--- src/rtl/frame_tx_reader_pkg.sv ---
// Shared types and constants for the frame FIFO transmit reader.
// State encoding, framing bytes and CRC-32 constants.
package frame_tx_reader_pkg;

  typedef enum logic [2:0] {
    ST_IDLE,
    ST_PRE,
    ST_SFD,
    ST_DATA,
    ST_PAD,
    ST_FCS,
    ST_IFG,
    ST_DRAIN
  } state_t;

  localparam logic [7:0]  PREAMBLE_BYTE = 8'h55;
  localparam logic [7:0]  SFD_BYTE      = 8'hD5;
  localparam logic [31:0] CRC32_POLY    = 32'hEDB88320;
  localparam logic [31:0] CRC32_INIT    = 32'hFFFFFFFF;
  localparam logic [10:0] LEN_MAX       = 11'h7FF;

  function automatic logic [10:0] len_sat_inc(
    input logic [10:0] l
  );
    return (l == LEN_MAX) ? l : l + 11'd1;
  endfunction

endpackage

--- src/rtl/frame_tx_reader_crc32_d8.sv ---
// Combinational CRC-32 (reflected, poly 0xEDB88320) update for one byte.
// Ports: crc (current), data (byte, LSB first), crc_next (updated).
module crc32_d8
  import frame_tx_reader_pkg::*;
(
  input  logic [31:0] crc,
  input  logic [7:0]  data,
  output logic [31:0] crc_next
);

  logic [31:0] c;

  always_comb begin
    c = crc ^ {24'h0, data};
    for (int i = 0; i < 8; i++) begin
      c = c[0] ? ((c >> 1) ^ CRC32_POLY) : (c >> 1);
    end
    crc_next = c;
  end

endmodule

--- src/rtl/frame_tx_reader.sv ---
// Frame FIFO reader: emits preamble, SFD, payload, pad, FCS, then an IFG.
// Ports: clk/arst_n, fifo_* read side, tx_ready/tx_data/tx_en, busy, underrun.
module frame_tx_reader
  import frame_tx_reader_pkg::*;
#(
  parameter int PRE_LEN    = 7,
  parameter int MIN_LEN    = 60,
  parameter int IFG_LEN    = 12,
  parameter int APPEND_FCS = 1
) (
  input  logic       clk,
  input  logic       arst_n,
  input  logic [7:0] fifo_do,
  input  logic       fifo_eod,
  input  logic       fifo_empty,
  input  logic       fifo_frame,
  output logic       fifo_re,
  input  logic       tx_ready,
  output logic [7:0] tx_data,
  output logic       tx_en,
  output logic       busy,
  output logic       underrun
);

  localparam logic [3:0]  PRE_LAST = 4'(PRE_LEN);
  localparam logic [3:0]  IFG_LAST = 4'(IFG_LEN - 1);
  localparam logic [10:0] MIN_L    = 11'(MIN_LEN);
  localparam state_t      TAIL_ST  =
    (APPEND_FCS != 0) ? ST_FCS : ST_IFG;

  state_t      state, state_nx;
  logic [3:0]  cnt;
  logic [10:0] len;
  logic [31:0] crc;

  logic [10:0] len_new;
  logic [31:0] crc_seed;
  logic [31:0] crc_nx;
  logic [7:0]  crc_din;
  logic [7:0]  fcs_byte;
  state_t      end_st;

  // SFD exit restarts the CRC and length; PAD feeds zeros.
  always_comb begin
    len_new  = (state == ST_SFD) ? 11'd1 : len_sat_inc(len);
    crc_seed = (state == ST_SFD) ? CRC32_INIT : crc;
    crc_din  = (state == ST_PAD) ? 8'h00 : fifo_do;
    end_st   = (len_new < MIN_L) ? ST_PAD : TAIL_ST;
    fcs_byte = 8'h00;
    unique case (cnt[1:0])
      2'd0: fcs_byte = ~crc[7:0];
      2'd1: fcs_byte = ~crc[15:8];
      2'd2: fcs_byte = ~crc[23:16];
      2'd3: fcs_byte = ~crc[31:24];
    endcase
  end

  crc32_d8 u_crc (
    .crc      (crc_seed),
    .data     (crc_din),
    .crc_next (crc_nx)
  );

  always_ff @(posedge clk or negedge arst_n) begin
    if (!arst_n) state <= ST_IDLE;
    else         state <= state_nx;
  end

  always_comb begin
    state_nx = state;
    unique case (state)
      ST_IDLE:
        if (tx_ready && fifo_frame) state_nx = ST_PRE;
      ST_PRE:
        if (tx_ready && cnt == PRE_LAST) state_nx = ST_SFD;
      ST_SFD, ST_DATA:
        if (tx_ready) begin
          if (fifo_empty)    state_nx = ST_DRAIN;
          else if (fifo_eod) state_nx = end_st;
          else               state_nx = ST_DATA;
        end
      ST_PAD:
        if (tx_ready) state_nx = end_st;
      ST_FCS:
        if (tx_ready && cnt == 4'd3) state_nx = ST_IFG;
      ST_IFG:
        if (tx_ready && cnt == IFG_LAST) state_nx = ST_IDLE;
      ST_DRAIN:
        if (!fifo_empty && fifo_eod) state_nx = ST_IFG;
      default: state_nx = ST_IDLE;
    endcase
  end

  always_comb begin
    fifo_re = 1'b0;
    unique case (state)
      ST_SFD, ST_DATA: fifo_re = tx_ready & ~fifo_empty;
      ST_DRAIN:        fifo_re = ~fifo_empty;
      default:         fifo_re = 1'b0;
    endcase
    busy = (state != ST_IDLE);
  end

  // Output bytes load only on tx_ready strobes; cnt is reused as
  // preamble, FCS byte and IFG strobe index.
  always_ff @(posedge clk or negedge arst_n) begin
    if (!arst_n) begin
      tx_data  <= 8'h00;
      tx_en    <= 1'b0;
      underrun <= 1'b0;
      cnt      <= 4'd0;
      len      <= 11'd0;
      crc      <= 32'd0;
    end else begin
      underrun <= 1'b0;
      unique case (state)
        ST_IDLE:
          if (tx_ready && fifo_frame) begin
            tx_data <= PREAMBLE_BYTE;
            tx_en   <= 1'b1;
            cnt     <= 4'd1;
          end
        ST_PRE:
          if (tx_ready) begin
            if (cnt == PRE_LAST) begin
              tx_data <= SFD_BYTE;
              cnt     <= 4'd0;
            end else begin
              tx_data <= PREAMBLE_BYTE;
              cnt     <= cnt + 4'd1;
            end
          end
        ST_SFD, ST_DATA:
          if (tx_ready) begin
            cnt <= 4'd0;
            if (fifo_empty) begin
              underrun <= 1'b1;
              tx_en    <= 1'b0;
              tx_data  <= 8'h00;
            end else begin
              tx_data <= fifo_do;
              crc     <= crc_nx;
              len     <= len_new;
            end
          end
        ST_PAD:
          if (tx_ready) begin
            tx_data <= 8'h00;
            crc     <= crc_nx;
            len     <= len_new;
          end
        ST_FCS:
          if (tx_ready) begin
            tx_data <= fcs_byte;
            cnt     <= (cnt == 4'd3) ? 4'd0 : cnt + 4'd1;
          end
        ST_IFG:
          if (tx_ready) begin
            tx_data <= 8'h00;
            tx_en   <= 1'b0;
            cnt     <= cnt + 4'd1;
          end
        default: ;
      endcase
    end
  end

endmodule

--- config.mk ---
export PLATFORM = sky130hd
export DESIGN_NAME = frame_tx_reader
export DESIGN_NICKNAME = d
export VERILOG_FILES = /design/src/rtl/frame_tx_reader_pkg.sv /design/src/rtl/frame_tx_reader_crc32_d8.sv /design/src/rtl/frame_tx_reader.sv
export SDC_FILE = /design/constraint.sdc
export NUM_CORES = 1
export LEC_CHECK = 0
export ABC_AREA = 1
export ABC_CLOCK_PERIOD_IN_PS = 3800
export BUFFER_PORTS_ARGS = -buffer_cell sky130_fd_sc_hd__buf_2
export CORE_MARGIN = 3
export CORE_UTILIZATION = 50
export DETAILED_ROUTE_END_ITERATION = 8
export PLACE_DENSITY_LB_ADDON = 0.25
export SYNTH_ARGS = -nofsm -noshare
export SYNTH_HDL_FRONTEND = slang
export SYNTH_SLANG_ARGS = --single-unit
--- constraint.sdc ---
create_clock -name clk -period 3.8 [get_ports clk]
set_input_delay 0.95 -clock clk [delete_from_list [all_inputs] [get_ports clk]]
set_output_delay 0.95 -clock clk [all_outputs]
set_load 0.05 [all_outputs]
==> impl_metrics.toml <==
[hold_path]
hold_path_class = "reg -> reg"

[routing]
drt-total-wl_um = 11700
drt.antenna.violating_nets = 0
vias = 4076
drt_iter0_markers = 284
avgRoutedWirePerCell_um = 15.8
drc = 0
drtPass1Iterations = 6
via_per_inst = 5.51

[place]
gp_congestion = 0.929
port_buffers = 25
dp_hpwl_um = 8560
place_inst = 725

[logic_synthesis]
synth_area_leader_cell = "dfrtp_1"
async_reset_ff_share_pct = 100
synth_cells = 605
syn_area_per_cell_um2 = 7.48
synth-main-ff-cell = "dfrtp_1"
synth_area_leaders = "dfrtp_1, nand2_1, xor2_1"
ys.warnings.count = 0
syn_area_mm2 = 0.00453
ys_seq_area_share_pct = 33.2
yosysUniqueCellTypes = 50
synth_edf_count = 0
synth_top_area_share_pct = 33.2
syn_nets = 624
ys_ff_latch = 60

[global_routing]
track_usage_pct = 24.2
grt_first_pass_wirelength_um = 19200
antenna_found_initial = 0
grt.overflow.total = 0
grt_pass1_vias = 3739
grt_max_degree = 52

[die]
die_x_um = 101
num_rows = 34
die_h_um = 101
initial_core_util_pct = 51.7
boundaryPins = 26
core_mm2 = 0.00876
die-area_mm2 = 0.0102

[finish]
final_cell_mix = "nand2_1, inv_1, dfrtp_1"
syn_to_final_growth_pct = 8.15
fin_util_pct = 55.9
finalNonFillerCells = 740
layout_commonest_cell = "nand2_1"
fin_nets = 647
final-seq-area_mm2 = 0.00150
multiInputGateArea_mm2 = 0.00265
drive_above_1_share_pct = 16.1
n_fill_cell = 813
diodes = 0

[status]
status = "finished, final reports clean"

[worst_setup_path]
crit_buf_inv = 1
setup.worst_path.end = "fifo_re"
crit_path_max_fanout = 30
arrival_ps = 1990
r2r-end = "tx_data[7]"
crit_type = "reg -> out"
cpMostUsedCell = "nand2_1"
crit-reg2reg-launch = "state[2]"
cp-startpoint = "state[1]"
crit_path_cell_trace = "nand2_4, nand2_1, nand2_1, a21oi_1, buf_2"
reg2regPathDepth = 9
cpPeakStageDelay_ps = 640
endpoint_kind = "primary output"
critPathSlowestCell = "dfrtp_1"
required_ps = 2850
startpoint_type = "flop"
cp_top_family = "flip-flops"
cp.depth = 5
r2r_slack_ps = 1150

[timing]
min_period_ps = 2940
finalSetupTns_ps = 0
period_share_pct = 77.4
hold_violations = 0
fin_skew_ps = 5.24
grt_setup_unrepaired = "false"
tightest_slew_ps = 858
timing.fmax_mhz = 340
drv_slew = 0
setup_violations = 0
slew_headroom_pct = 42.8

[clock_network]
post-cts-setup-buffers = 0
cts.sinks = 60
worstSkewPairLatency_ps = 340
htree_levels = 3
holdBufCountCts = 0
cts.clk_slew.worst_paths_ps = 70
cts_tree = "done"
ctsResizeCount = 0
numCtsBuffers = 9
clk_path_buf_depth = 2
root_buffer = "clkbuf_8"

[run]
maxCapViolCount = 0
## synthesized netlist by cell type (3+ instances only)
cell type  instances
nand3_1           27
o22ai_1            8
ha_1               5
buf_2              6
nand2_4           11
a21oi_1           12
nand2_2           15
o221ai_1           6
nor2_4             3
nand3_2            3
inv_1             60
a221oi_1           3
nor2_1            43
a41oi_1            4
o21ai_0           48
inv_2             10
xor2_1            34
xnor2_1           10
dfrtp_1           60
nand2_1          167
nor3_1             6
xor2_2             4
clkbuf_1           6
o21ai_1           13
o211ai_1           3
xnor2_2            4
## layout make-up
class	count	area share [%]
clock inverters	2	0.716
clock buffers	13	3.04
flip-flops and latches	60	30.7
well taps	108	2.76
repair buffers	29	3.17
inverters	71	5.44
multi-input cells	457	54.2
## worst min-delay path, stage by stage (launching register included)
cell and delay [ps]:
dfrtp_1 340, nand2_1 50, o21ai_0 60
## sequential cells by signal, indices dropped and copies added (netlist names)
register / cells
underrun: 1
tx_en: 1
state: 3
crc: 32
tx_data: 8
cnt: 4
len: 11
## worst min-delay path by stage
stage,to,slack [ps],start,cells after the start
floorplan,crc[4],450,crc[4],2
global placement,crc[2],470,crc[2],2
CTS,tx_en,490,tx_en,2
detailed placement,tx_en,470,tx_en,2
global route,tx_data[7],530,tx_data[7],1
finish,tx_en,490,tx_en,2
## metrics by stage
stage                     hold slack, ps  area, um^2  worst slack [ps]
final                                486        4900               858
after global routing                 528        4900               703
after CTS                            487        4900               849
after detailed placement             470        4710              1180
after global placement               473        4710              1250
after floorplan                      449        4530              1080
## cells by family (layout without fill, tap and decap cells)
kind of cell	after synthesis	after routing	share of synthesized area (%)
multiplexers	4	4	0.995
buffers and inverters	88	115	8.21
XOR/XNOR	54	54	12.6
AO/OA/AOI/OAI	106	106	14.0
adder cells (fa/ha/maj)	5	5	1.38
AND/OR/NAND/NOR	288	288	29.6
flip-flops	60	60	33.2
## routing by layer
layer / wire, um / GRT usage (%) / vias to the layer above
met2: 5540 / 37.7 / 112
met4: 223 / 8.38 / 0
met3: 581 / 4.06 / 19
li1: - / - / 1995
met1: 5350 / 34.3 / 1950
met5: 0 / 0 / -
Power is left out: the tool's default activity adds up to more than one toggle a clock period on the data nets, which glitch-free logic cannot reach.
